### src/rtl/uart_reg_responder_if.sv
// Byte-level link between uart_fd and the register responder.
// The master side drives received bytes and transmitter status; the slave side answers.
interface uart_reg_responder_if;
    logic [7:0] rx_data;
    logic       rx_valid;
    logic       rx_error;
    logic       tx_busy;
    logic       tx_start;
    logic [7:0] tx_data;

    modport master (
        output rx_data, rx_valid, rx_error, tx_busy,
        input  tx_start, tx_data
    );

    modport slave (
        input  rx_data, rx_valid, rx_error, tx_busy,
        output tx_start, tx_data
    );
endinterface

### src/rtl/uart_reg_responder.sv
// Host command responder: parses 'W' addr data / 'R' addr frames against a byte register file
// and answers ACK, the register value, or NAK through the UART transmitter.
module uart_reg_responder #(
    parameter int         CLK_FREQ      = 50_000_000,
    parameter int         BAUD_RATE     = 115200,
    parameter int         NUM_REGS      = 16,
    parameter int         TIMEOUT_BYTES = 4,
    parameter logic [7:0] ACK_BYTE      = 8'h06,
    parameter logic [7:0] NAK_BYTE      = 8'h15
) (
    input  logic                    clk,
    input  logic                    rst,
    uart_reg_responder_if.slave     bus,
    output logic [NUM_REGS*8-1:0]   regs_out,
    output logic                    frame_err,
    output logic                    overrun
);

    localparam int         TMO   = TIMEOUT_BYTES * 10 * (CLK_FREQ / BAUD_RATE);
    localparam int         TW    = $clog2(TMO + 1);
    localparam logic [7:0] CMD_W = 8'h57;
    localparam logic [7:0] CMD_R = 8'h52;

    typedef enum logic [2:0] {
        IDLE, GET_ADDR, GET_DATA, EXEC, SEND, WAIT_BUSY, WAIT_DONE
    } state_t;

    typedef enum logic [1:0] {OP_WRITE, OP_READ, OP_BAD} op_t;

    state_t          state, state_next;
    op_t             op;
    logic [7:0]      addr;
    logic [7:0]      data;
    logic [TW-1:0]   tmo_cnt;
    logic [1:0]      wait_cnt;
    logic            timeout;
    logic            addr_ok;
    logic            busy_rx;
    logic            frame_err_next;
    logic            overrun_next;

    assign timeout = (tmo_cnt == TW'(TMO - 1));
    assign addr_ok = ({1'b0, addr} < 9'(NUM_REGS));
    assign busy_rx = (state == EXEC) || (state == SEND) ||
                     (state == WAIT_BUSY) || (state == WAIT_DONE);

    always_ff @(posedge clk or posedge rst) begin
        if (rst) state <= IDLE;
        else     state <= state_next;
    end

    // NOTE: every output of this block is given a default first, so no path leaves one unassigned and no latch is inferred.
    always_comb begin
        state_next     = state;
        frame_err_next = 1'b0;
        overrun_next   = 1'b0;
        bus.tx_start   = 1'b0;

        case (state)
            IDLE: begin
                if (bus.rx_error) begin
                    frame_err_next = 1'b1;
                end else if (bus.rx_valid) begin
                    state_next = (bus.rx_data == CMD_W || bus.rx_data == CMD_R) ? GET_ADDR : EXEC;
                end
            end
            GET_ADDR: begin
                if (bus.rx_error) begin
                    state_next     = IDLE;
                    frame_err_next = 1'b1;
                end else if (bus.rx_valid) begin
                    state_next = (op == OP_WRITE) ? GET_DATA : EXEC;
                end else if (timeout) begin
                    state_next     = IDLE;
                    frame_err_next = 1'b1;
                end
            end
            GET_DATA: begin
                if (bus.rx_error) begin
                    state_next     = IDLE;
                    frame_err_next = 1'b1;
                end else if (bus.rx_valid) begin
                    state_next = EXEC;
                end else if (timeout) begin
                    state_next     = IDLE;
                    frame_err_next = 1'b1;
                end
            end
            EXEC: state_next = SEND;
            SEND: begin
                if (!bus.tx_busy) begin
                    bus.tx_start = 1'b1;
                    state_next   = WAIT_BUSY;
                end
            end
            // A transmitter that never acknowledges the start must not hang the responder.
            WAIT_BUSY: begin
                if (bus.tx_busy) begin
                    state_next = WAIT_DONE;
                end else if (wait_cnt == 2'd3) begin
                    state_next     = IDLE;
                    frame_err_next = 1'b1;
                end
            end
            WAIT_DONE: begin
                if (!bus.tx_busy) state_next = IDLE;
            end
            default: state_next = IDLE;
        endcase

        if (busy_rx && bus.rx_valid) overrun_next = 1'b1;
    end

    // NOTE: the register file is reset along with the control state because its reset contents are visible on regs_out.
    always_ff @(posedge clk or posedge rst) begin
        if (rst) begin
            regs_out    <= '0;
            op          <= OP_BAD;
            addr        <= '0;
            data        <= '0;
            bus.tx_data <= '0;
            tmo_cnt     <= '0;
            wait_cnt    <= '0;
            frame_err   <= 1'b0;
            overrun     <= 1'b0;
        end else begin
            frame_err <= frame_err_next;
            overrun   <= overrun_next;

            if ((state == GET_ADDR || state == GET_DATA) && !bus.rx_valid && !bus.rx_error)
                tmo_cnt <= tmo_cnt + 1'b1;
            else
                tmo_cnt <= '0;

            if (state == WAIT_BUSY) wait_cnt <= wait_cnt + 1'b1;
            else                    wait_cnt <= '0;

            case (state)
                IDLE: begin
                    if (bus.rx_valid && !bus.rx_error) begin
                        if (bus.rx_data == CMD_W)      op <= OP_WRITE;
                        else if (bus.rx_data == CMD_R) op <= OP_READ;
                        else                           op <= OP_BAD;
                    end
                end
                GET_ADDR: if (bus.rx_valid && !bus.rx_error) addr <= bus.rx_data;
                GET_DATA: if (bus.rx_valid && !bus.rx_error) data <= bus.rx_data;
                // The read path samples the old value, before this cycle's write lands.
                EXEC: begin
                    if (op == OP_BAD || !addr_ok) begin
                        bus.tx_data <= NAK_BYTE;
                    end else if (op == OP_WRITE) begin
                        regs_out[8*addr +: 8] <= data;
                        bus.tx_data           <= ACK_BYTE;
                    end else begin
                        bus.tx_data <= regs_out[8*addr +: 8];
                    end
                end
                default: ;
            endcase
        end
    end

endmodule

### src/flat_wrapper.sv
// flat-port wrapper written by rule: the top's interface ports become plain ports
module uart_reg_responder_flat 
#(
    parameter int         CLK_FREQ      = 50_000_000,
    parameter int         BAUD_RATE     = 115200,
    parameter int         NUM_REGS      = 16,
    parameter int         TIMEOUT_BYTES = 4,
    parameter logic [7:0] ACK_BYTE      = 8'h06,
    parameter logic [7:0] NAK_BYTE      = 8'h15
)
  (clk, rst, regs_out, frame_err, overrun, bus_rx_data, bus_rx_valid, bus_rx_error, bus_tx_busy, bus_tx_start, bus_tx_data);
  uart_reg_responder_if bus_i ();
  input  logic clk;
  input  logic rst;
  output logic [NUM_REGS*8-1:0] regs_out;
  output logic frame_err;
  output logic overrun;
  input wire logic [$bits(bus_i.rx_data)-1:0] bus_rx_data;
  input wire logic [$bits(bus_i.rx_valid)-1:0] bus_rx_valid;
  input wire logic [$bits(bus_i.rx_error)-1:0] bus_rx_error;
  input wire logic [$bits(bus_i.tx_busy)-1:0] bus_tx_busy;
  output wire logic [$bits(bus_i.tx_start)-1:0] bus_tx_start;
  output wire logic [$bits(bus_i.tx_data)-1:0] bus_tx_data;
  assign bus_i.rx_data = bus_rx_data;
  assign bus_i.rx_valid = bus_rx_valid;
  assign bus_i.rx_error = bus_rx_error;
  assign bus_i.tx_busy = bus_tx_busy;
  assign bus_tx_start = bus_i.tx_start;
  assign bus_tx_data = bus_i.tx_data;
  uart_reg_responder #(.CLK_FREQ(CLK_FREQ), .BAUD_RATE(BAUD_RATE), .NUM_REGS(NUM_REGS), .TIMEOUT_BYTES(TIMEOUT_BYTES), .ACK_BYTE(ACK_BYTE), .NAK_BYTE(NAK_BYTE)) u_core (.clk(clk), .rst(rst), .bus(bus_i), .regs_out(regs_out), .frame_err(frame_err), .overrun(overrun));
endmodule
### config.mk
export PLATFORM = sky130hd
export DESIGN_NAME = uart_reg_responder_flat
export DESIGN_NICKNAME = d
export VERILOG_FILES = /design/src/rtl/uart_reg_responder_if.sv /design/src/rtl/uart_reg_responder.sv /design/src/flat_wrapper.sv
export SDC_FILE = /design/constraint.sdc
export NUM_CORES = 1
export LEC_CHECK = 0
export BUFFER_PORTS_ARGS = -buffer_cell sky130_fd_sc_hd__buf_4
export CAP_MARGIN = 20
export CORE_UTILIZATION = 45
export CTS_BUF_LIST = sky130_fd_sc_hd__clkbuf_8
export CTS_CLUSTER_SIZE = 40
export DETAILED_ROUTE_END_ITERATION = 12
export PLACE_DENSITY = 0.63
export REMOVE_ABC_BUFFERS = 1
export SYNTH_ARGS = -nofsm -noshare
export SYNTH_HDL_FRONTEND = slang
export SYNTH_SLANG_ARGS = --single-unit
### constraint.sdc
create_clock -name clk -period 7.5 [get_ports clk]
set_input_delay 0.75 -clock clk [delete_from_list [all_inputs] [get_ports clk]]
set_output_delay 0.75 -clock clk [all_outputs]
set_load 0.1 [all_outputs]
# Word level (Yosys, flattened, before mapping)
# Cells that the tools add are included.
# word_totals
regBits	176
input_bits	13
elab_cells	86
# classes
add_sub_neg	3
magnitude_cmp	1
eq_ne	16
shifts	3
n_mux	31
bitwise	1
reduce_logical	21
# ops
operator	n
128-bit bitwise mux	1
8-bit by 34-bit variable shift with 128-bit output, first input constant	1
128-bit by 12-bit variable part select with 8-bit output	1
8-bit by 34-bit variable part select with 128-bit output	1
11-bit negator with 34-bit output	1
3-bit two-way mux	11
3-bit case mux with 7 select lines	1
8-bit by 7-bit == test with 1-bit output, second input constant	2
8-bit two-way mux	2
15-bit by 1-bit adder with 15-bit output, second input constant	1
15-bit == test, second input constant	1
15-bit two-way mux	1
1-bit two-way mux	10
3-bit == test, second input constant	3
8-bit by 5-bit less-than comparator with 1-bit output, second input constant	1
2-bit two-way mux	4
2-bit != test, second input constant	4
3-bit by 2-bit == test with 1-bit output, second input constant	2
1-bit logical OR	6
2-bit AND reduction	3
5-bit AND reduction	1
2-bit == test, second input constant	2
1-bit logical AND	4
3-bit by 1-bit == test with 1-bit output, second input constant	1
9 further kinds	11

# Logic depth before layout (Yosys ltp)
# Gate-level depths: netlist of run 1.
# depth
depth_word	6
mapped_depth	13
ltp_nobuf	10

# Worst setup path after synthesis of run 1
# OpenSTA, ideal clock, no wires.
# synth_path
path_kind	reg2out
from	register u_core.state[2]
to	output bus_tx_start
arrival_time_ps	3944
required_time_ps	6750
setup_slack_ps	2806
stages_incl_launch_ff	4
cell_sequence	dfrtp_1 clkbuf_1 clkbuf_1 nor4b_1
# synth_via
elab_chain_cells	2
# synth_rtl
element	line	text
from (decl)	uart_reg_responder.sv:30	state_t state, state_next;
from (signal assigned)	uart_reg_responder.sv:49	else state <= state_next;
3-bit == test	uart_reg_responder.sv:59	case (state)
1-bit two-way mux	uart_reg_responder.sv:59	
to (decl)	flat_wrapper.sv:22	output wire logic [$bits(bus_i.tx_start)-1:0] bus_tx_start;
# Every way passes these cells.

# Worst setup path in the final report of run 1
# layout_path
from	register u_core.addr[0]
to	register u_core.regs_out[49]
# layout_via
elab_chain_cells	5
elab_cells_between_ends	9
# layout_rtl
element	line	text
from (decl)	uart_reg_responder.sv:32	logic [7:0] addr;
from (signal assigned)	uart_reg_responder.sv:146	GET_ADDR: if (bus.rx_valid && !bus.rx_error) addr <= bus.rx_data;
branches (longest 5 deep; another with 11-bit negator with 34-bit output)	--	
to (signal, indexed assignment)	uart_reg_responder.sv:153	regs_out[8*addr +: 8] <= data;
to (decl)	uart_reg_responder.sv:14	output logic [NUM_REGS*8-1:0] regs_out,
# Several ways; the timed one is not identified.
# A chain may end at the register's enable or synchronous reset.

==> results.md, run 1 <==
- The flow ran to the end, and the final reports show no timing, DRC or antenna violations.
- By area the synthesized netlist is led by sky130_fd_sc_hd__dfrtp_1 (51%), sky130_fd_sc_hd__mux2_2 (10%), sky130_fd_sc_hd__mux4_2 (10%).
- During synthesis, Yosys emitted a total of 0 warnings.
- The overall overflow remaining after global route is 0.
- After synthesis, the share of cell area in mux cells is 24.02%.
- The tightest slew margin relative to the limit is 21.12%.
- The final critical path takes up 60.31% of the cycle.
- Counting I/O delays and the setup requirement, the final critical path takes 4.524 ns.
- The global placer's final weighted congestion is 0.8653.
- The max-slew violation count came to 0.
- The worst ir drop on vdd is 131.1 µV.
- The endpoint identified for the worst register-to-register timing path is u_core.regs_out[49].
- CTS placed an instance of sky130_fd_sc_hd__clkbuf_8 at the clock tree root.
- The number of nets in the finished design is 881.
- The total of buffers placed on input and output ports is 151.
- The met1 routed wirelength after detailed routing is 11,620 µm.
- The commonest register cell after synthesis is sky130_fd_sc_hd__dfrtp_1.
- After the first detailed-routing iteration, the DRC count stood at 473.
- Synthesis handed over a netlist of 729 instances.
- The growth of design area from synthesis to finish is 19.78%.
- The leading cell type in the layout, fill and taps excluded is sky130_fd_sc_hd__dfrtp_1.
- In the final timing run, aggregate negative setup slack is 0 ns.
- In this run the biggest area consumer among cell types represents 50.52% of the synthesized area.
- The count of final hold-check violations is 0.
- The length in cells of the worst reg-to-reg path is 7.
- The area fraction in compound gates after synthesis is 7.073%.
- In this run the critical register-to-register path is launched from u_core.addr[0].
- Along the worst hold path, the cell count comes to 1.
- The starting density of the core is 46.19%.
- The required time of the critical path is 7.86 ns.
- Of the total synthesized cell area, the portion taken by full adders, half adders and majority gates is 0.5774%.
- The analysis attributes to cell leakage a power of 0.004806 µW.
- The top cell types in the final layout, fill and taps aside, are sky130_fd_sc_hd__dfrtp_1 (174), sky130_fd_sc_hd__buf_4 (160), sky130_fd_sc_hd__nand2_1 (87), sky130_fd_sc_hd__mux2_2 (80), sky130_fd_sc_hd__o21ai_0 (57).
- The floorplan step defined a die boundary enclosing 19,820 µm².
- The count of boundary I/O pins is 152.
- The completed layout was analyzed and its total power is 2925 µW.
- The H-tree was split into 4 levels.
- After detailed placement, the design holds a cell count of 1,078.
- The number of remaining DRC errors is 0.
- The number of core rows is 50.
- Measured along the x axis, the die boundary spans 140.8 µm.
- The type of the worst min-delay path is reg -> reg.
- Counting every sink on the clock net gives 176.
- The routed design has 26,650 µm of wire.
- The sequential element share of the synthesized area is 50.82%.
- The xor and xnor area share after synthesis is 1.212%.
- The first global-routing pass estimated 40,410 µm of wire.
- The number of CTS-inserted buffers is 17.
- The cell area that synthesis handed to floorplanning was 8668 µm².
- In this run the worst path has a maximum fanout of 24.
- STA classifies the critical path endpoint as a flop.
- The element type at the critical path start is a flop.
- By area, the combinational part of the netlist is dominated by multiplexers.
- The routed via count divided by cell count is 5.914.
- In the synthesized netlist the async set-or-reset flop fraction comes to 100.0%.
- The beginning of the worst hold path is u_core.wait_cnt[0].
- The clock latency of the later-clocked register in the worst-skew pair is 0.48 ns.
- Data on the critical path arrives at its endpoint at 4.89 ns.
- The number of non-filler instances in the completed layout is 1,111.
- The worst slack at placement is 3.068 ns.
- The number of flops mapped to enable cells by yosys is 0.
- The final routed wire length divided by cell count is 23.99 µm.
- The total of hold buffers inserted after clock tree synthesis is 0.
- Signal routing reaches up to met4.
- The class of the most critical setup path is reg -> reg.
- The tool flagged a number of max-cap violations equal to 0.
- In this run the remaining antenna-violating nets after routing total 0.
- Counting distinct cell types in the post-synthesis netlist gives 60.
- For hold timing, the worst endpoint is u_core.wait_cnt[0].
- The via count of the first global-routing pass is 6,621.
- The setup slack of the worst register-to-register path is 2.98 ns.
- Timing would allow up to 0.2211 GHz.
- The count of TritonRoute iterations in the first routing pass is 5.
- Gates resized during post-CTS repair numbered 0.
- The overall fraction of global-route tracks in use is 27.93%.
- The post-route netlist has 38.88% of its cells at a drive strength greater than 1.
- The number of storage elements in the synthesis netlist is 176.
- The standard cell core area is 18,770 µm².
- The largest total area in the synthesized netlist belongs to sky130_fd_sc_hd__dfrtp_1.
- In the post-route analysis, the smallest setup slack over all paths is 2.976 ns.
- Clock-pin slew was measured on the worst setup and hold paths at 0.09 ns.
- 0 antenna diodes ended up in the layout.
- The total setup violations reported at the end of the flow is 0.
- The y dimension of the die is 140.8 µm.
- Detailed routing placed a total of 12,700 µm of wire on met2.
- Setup repair after global routing left no endpoint under its margin.
- The number of antenna violations at the first check in global routing is 0.
- Detailed routing placed a total of 1807 µm of wire on met3.
- The fraction of the mapped netlist area in simple logic gates is 12.93%.
- The sum of net half-perimeters after detailed placement is 18,740 µm.
- The number of buffers between clock root and the deepest sink is 2.
- For the pin with the worst max-slew slack, the measured transition is 1.174 ns.
- The pin count of the biggest net entering global routing is 106.
- Buffers added to address setup during post-CTS repair amount to 0.
- In this run the power density over the cells is 281.7 nW/µm².
- The clock arrives with 0.01828 ns of skew.
- For this block, the via count after detailed routing is 6,571.
- The average cell area after synthesis is 11.89 µm².
- TritonCTS built the clock tree.
==> worst max-delay path by stage <==
stage                              start                  end  slack (ns)  cells past startpoint
final                     u_core.addr[0]  u_core.regs_out[49]        2.98                      7
after global routing      u_core.addr[0]  u_core.regs_out[49]        2.67                      7
after floorplan                      rst       u_core.addr[0]        1.98                      1
after CTS                 u_core.addr[0]  u_core.regs_out[49]        3.05                      7
after global placement    u_core.addr[0]  u_core.regs_out[49]        2.75                      6
after detailed placement  u_core.addr[0]  u_core.regs_out[49]        3.07                      7
==> cell type report <==
class,count,area (µm²)
flip-flops and latches,176,4407
clock inverters,15,133.9
multi-input cells,480,3974
inverters,26,102.6
fillers,1568,8386
repair buffers,163,1239
clock buffers,17,234.0
well taps,234,292.8
==> routing by layer <==
| layer | global-route usage [%] | vias to the layer above |
|---|---|---|
| li1 | - | 2896 |
| met1 | 37.65 | 3358 |
| met2 | 45.17 | 284 |
| met3 | 5.774 | 33 |
| met4 | 9.439 | 0 |
| met5 | 0 | - |
==> critical path: stages, from the launching register on <==
cell and delay [ns]:
sky130_fd_sc_hd__dfrtp_2 0.80, sky130_fd_sc_hd__inv_1 0.14, sky130_fd_sc_hd__ha_1 0.99, sky130_fd_sc_hd__nor3b_1 0.27, sky130_fd_sc_hd__nand4_1 0.70, sky130_fd_sc_hd__nor2b_1 0.92, sky130_fd_sc_hd__buf_6 0.24, sky130_fd_sc_hd__mux2_2 0.34
==> through the flow <==
stage | cell area [µm²] | util [%] | hold slack, ns
floorplan | 8474 | - | 0.4083
global placement | 9977 | 53.16 | 0.4194
detailed placement | 10000 | 53.28 | 0.4294
CTS | 10370 | 55.24 | 0.4415
global route | 10380 | 55.32 | 0.4550
finish | 10380 | 55.32 | 0.4355
==> Yosys cell counts, drive strengths merged (4+ instances only) <==
library cell,n
nor4,7
buf,14
o21ai,58
inv,26
nor2b,7
mux2i,16
nor3,10
and3,4
or4b,4
o211ai,5
nand2,88
mux4,40
nor2,48
nand3,15
ha,4
dfrtp,175
xor2,9
clkbuf,33
a21oi,12
nand2b,5
o31ai,9
nand4,11
mux2,88
==> flip-flops by register name (all words and copies together), names as in the netlist, 2 cells and up <==
| register | flops |
|---|---|
| u_core.wait_cnt | 2 |
| u_core.addr | 8 |
| u_core.state | 3 |
| u_core.data | 8 |
| u_core.bus.tx_data | 8 |
| u_core.regs_out | 128 |
| u_core.op | 2 |
| u_core.tmo_cnt | 15 |
==> kinds of logic (layout without fill, tap and decap cells) <==
group / count (synthesis) / in the layout
simple gates: 219 / 219
xor+xnor: 12 / 12
compound gates: 101 / 101
buf+inv: 73 / 221
flops: 176 / 176
mux: 144 / 144
fa+ha+maj: 4 / 4
==> power by group <==
| part | internal [µW] | total [µW] | leakage, µW | switching, µW |
|---|---|---|---|---|
| clock network | 268 | 636 | 0.000199 | 369 |
| registers | 1030 | 1250 | 0.00240 | 224 |
| logic | 332 | 1040 | 0.00220 | 705 |
Power figures use the tool's default switching activity.
==> run 2: changes to the inputs <==
--- a/config.mk
+++ b/config.mk
@@ -11,7 +11,7 @@
 export CTS_BUF_LIST = sky130_fd_sc_hd__clkbuf_8
 export CTS_CLUSTER_SIZE = 40
 export DETAILED_ROUTE_END_ITERATION = 12
-export PLACE_DENSITY = 0.63
+export PLACE_DENSITY = 0.66
 export REMOVE_ABC_BUFFERS = 1
 export SYNTH_ARGS = -nofsm -noshare
 export SYNTH_HDL_FRONTEND = slang
==> constraint.sdc (replaced) <==
create_clock -name clk -period 3.9 [get_ports clk]
set_input_delay 0.39 -clock clk [delete_from_list [all_inputs] [get_ports clk]]
set_output_delay 0.39 -clock clk [all_outputs]
set_load 0.1 [all_outputs]
==> run 2 against run 1 <==
  * Worst setup slack worse by 2.6 ns
  * Global-route usage decreased by 1.6 points
  * Combinational power grew 110%
  * Clock skew fell by 0.0030 ns
  * First-iteration DRC count down 5.5%
  * Design area up 1.6%
  * Core utilization rose by 0.87 points
  * Critical path depth increased by 1
  * Sequential share of layout area down 0.65 points
  * Maximum frequency grew 30%
  * Critical endpoint is now u_core.regs_out[96]
  * Largest power group unchanged
==> results.md, run 2 (synthesis gave the netlist of run 1 again) <==
- CTS built an H-tree with a depth of 4.
- The largest single stage delay on the critical path is 0.78 ns.
- The combined area of the multi-input logic cells is 3971 µm².
- Of the available clock period, the critical path in the final layout requires 89.50%.
- The max-slew violation count is 0.
- The post-cts repair resize count is 0.
- The number of antenna diodes in the final layout is 0.
- Across all layers, the routed design uses 6,490 vias.
- Of the cells placed in the final design, the portion with a size suffix greater than 1 is 40.22%.
- The worst setup path is of the reg -> reg kind.
- STA classifies the critical path startpoint as a flop.
- The largest registers in the layout are u_core.regs_out (128), u_core.tmo_cnt (15).
- The leading cell type in the layout, fill and taps excluded is sky130_fd_sc_hd__buf_4.
- The overall fraction of global-route tracks in use is 26.37%.
- The required time of the critical path is 4.25 ns.
- At the pin with the least slew margin, the transition time is 1.074 ns.
- Clock skew on the completed layout was measured at 0.01528 ns.
- The wire length of the first global-routing pass is 38,780 µm.
- The overall overflow remaining after global route is 0.
- In this run the deepest clock path goes through 2 buffers.
- The total negative setup slack is 0 ns.
- In this run the worst hold path is classified as in -> async.
- From left edge to right edge, the die measures 140.8 µm.
- The count of final hold-check violations is 0.
- The total wire length after detailed routing is 24,840 µm.
- Entering global routing, the biggest net connects 80 pins.
- The analysis attributes to cell leakage a power of 0.004896 µW.
- Derived from the worst setup path, the maximum achievable clock frequency is 0.2865 GHz.
- The largest driver fanout on the critical path is 42.
- The power density relative to cell area is 543.0 nW/µm².
- After detailed routing, the average wire length per cell comes to 22.00 µm.
- The finished cells cover 10,550 µm².
- The clock tree from TritonCTS is yes.
- For this configuration, the core starts out at a cell density of 46.19%.
- After clock tree synthesis, the setup repair step added 0 buffers.
- The CTS root buffer is sky130_fd_sc_hd__clkbuf_8.
- The count of placed standard cells including taps is 1,099.
- The total setup violations reported at the end of the flow is 0.
- The worst ir drop on vdd is 265.2 µV.
- The number of antenna violations at the first check in global routing was 0.
- The global placer's final weighted congestion is 0.8747.
- The run finished with clean final reports.
- Setup repair after global routing left no endpoint under its margin.
- The register with the highest flop count is u_core.regs_out.
- The number of hold buffers added after CTS was 0.
- The die covers 19,820 µm².
- The standard cell core area is 18,770 µm².
- The total of buffers placed on input and output ports is 151.
- The layout filler cell count is 1,602.
- Once layout is complete, the cells apart from fillers number 1,129.
- The max capacitance violation total is 0.
- The clock latency of the later-clocked register in the worst-skew pair is 0.47 ns.
- For this run, design rule violations remaining after detail routing come to 0.
- The data arrival at the endpoint of the critical path is 3.84 ns.
- The growth of design area from synthesis to finish is 21.65%.
- The number of nets in the finished design is 901.
- 152 I/O pins were placed.
- The clock net in this run drives a total of 176 sinks.
- The cell with the largest stage delay on the worst path is sky130_fd_sc_hd__or4b_1.
- The clock slew at the register clock pins of the worst setup and hold paths is 0.10 ns.
- Setup slack closes at 0.4096 ns.
- Clock tree synthesis inserted a total of 17 buffers.
- The floorplan step set the die height to 140.8 µm.
- The remaining antenna violation count after routing is 0.
- Once detailed placement completed, the half-perimeter wirelength came to 17,850 µm.
- At the placement stage, the worst setup path has a slack of 0.3947 ns.
- The combined flip-flop and latch cell area is 4407 µm².
- The clock period minus worst slack is 3.490 ns.
- The library cells used most frequently in the layout, excluding fill and tap cells, are sky130_fd_sc_hd__buf_4 (182), sky130_fd_sc_hd__dfrtp_1 (174), sky130_fd_sc_hd__nand2_1 (87), sky130_fd_sc_hd__mux2_2 (80), sky130_fd_sc_hd__o21ai_0 (57).
- The number of flip-flops in the largest register is 128.
- The worst setup path is captured at a flop.
- The count of TritonRoute iterations in the first routing pass is 5.
- Traced cell by cell, the critical path runs through buf_4, inv_1, ha_1, o21ai_0, o211a_1, nor2_2, or4b_1, mux2_4.
- The worst register-to-register path has a depth of 8.
- Row generation in the floorplan step produced 50 rows.
- Once placement finished, the instance area stood at 10,160 µm².
- The routed via count divided by cell count is 5.748.
- The tightest slew margin relative to the limit is 28.10%.
- The number of DRC violations after detailed-routing iteration 0 is 447.
- The via count of the first global-routing pass is 6,466.
[run 2: cell types whose count changed in the layout (fill, tap and decap cells not counted), moves of 2 or more]
| cell | before | now |
|---|---|---|
| sky130_fd_sc_hd__inv_1 | 28 | 26 |
| sky130_fd_sc_hd__inv_6 | 6 | 3 |
| sky130_fd_sc_hd__buf_4 | 160 | 182 |
| sky130_fd_sc_hd__clkinvlp_4 | 1 | 3 |
| sky130_fd_sc_hd__buf_6 | 2 | 0 |
[run 2: final timing paths]
kind / startpoint / end / slack [ns]
worst max-delay path: u_core.addr[0] / u_core.regs_out[96] / 0.41
worst min-delay path: rst / u_core.regs_out[42] / 0.05
worst max register to register: u_core.addr[0] / u_core.regs_out[96] / 0.41
worst min register to register: u_core.wait_cnt[0] / u_core.wait_cnt[0] / 0.44
max in group asynchronous: rst / u_core.regs_out[60] / 2.94
min in group clk: bus_rx_data[0] / u_core.op[0] / 0.16
[run 2: through the flow]
step                      util (%)  power [µW]  hold slack, ns
after floorplan                  -        3763          0.4083
after global placement       54.13        4463          0.4219
after detailed placement     54.13        4478          0.4252
after CTS                    56.19        5736         0.07157
after global routing         56.19        6020          0.1001
final                        56.19        5726         0.05150
[run 2: report_power, final]
part / total (µW) / switching, µW / internal (µW)
combinational: 2170 / 1450 / 721
sequential: 2270 / 297 / 1980
clock: 1280 / 691 / 585
total: 5730 / 2440 / 3280
[run 2: final cells by class]
class	count	area share, %
clock inverter	12	1.305
sequential	176	41.79
clock buffer	18	2.349
inverter	26	0.9729
multi-input combinational	480	37.66
timing repair buffer	183	13.15
tap	234	2.776
[run 2: worst max-delay path, delay by kind of cell, from the launching register on]
family	cells	cell delay (ns)
and+or+nand+nor	2	0.93
buffers and inverters	2	0.76
AOI/OAI and AO/OA	2	0.56
muxes	1	0.39
adders and majority gates	1	0.37
DFF	1	0.36
[run 2: metal layers]
layer  routed length, µm  part of all wire, %  GRT usage [%]
met1               11500                   46          38.79
met3                1427                  5.7          5.129
met4                 471                  1.9          8.352
met2               11440                   46          39.38
met5                   0                    0              0
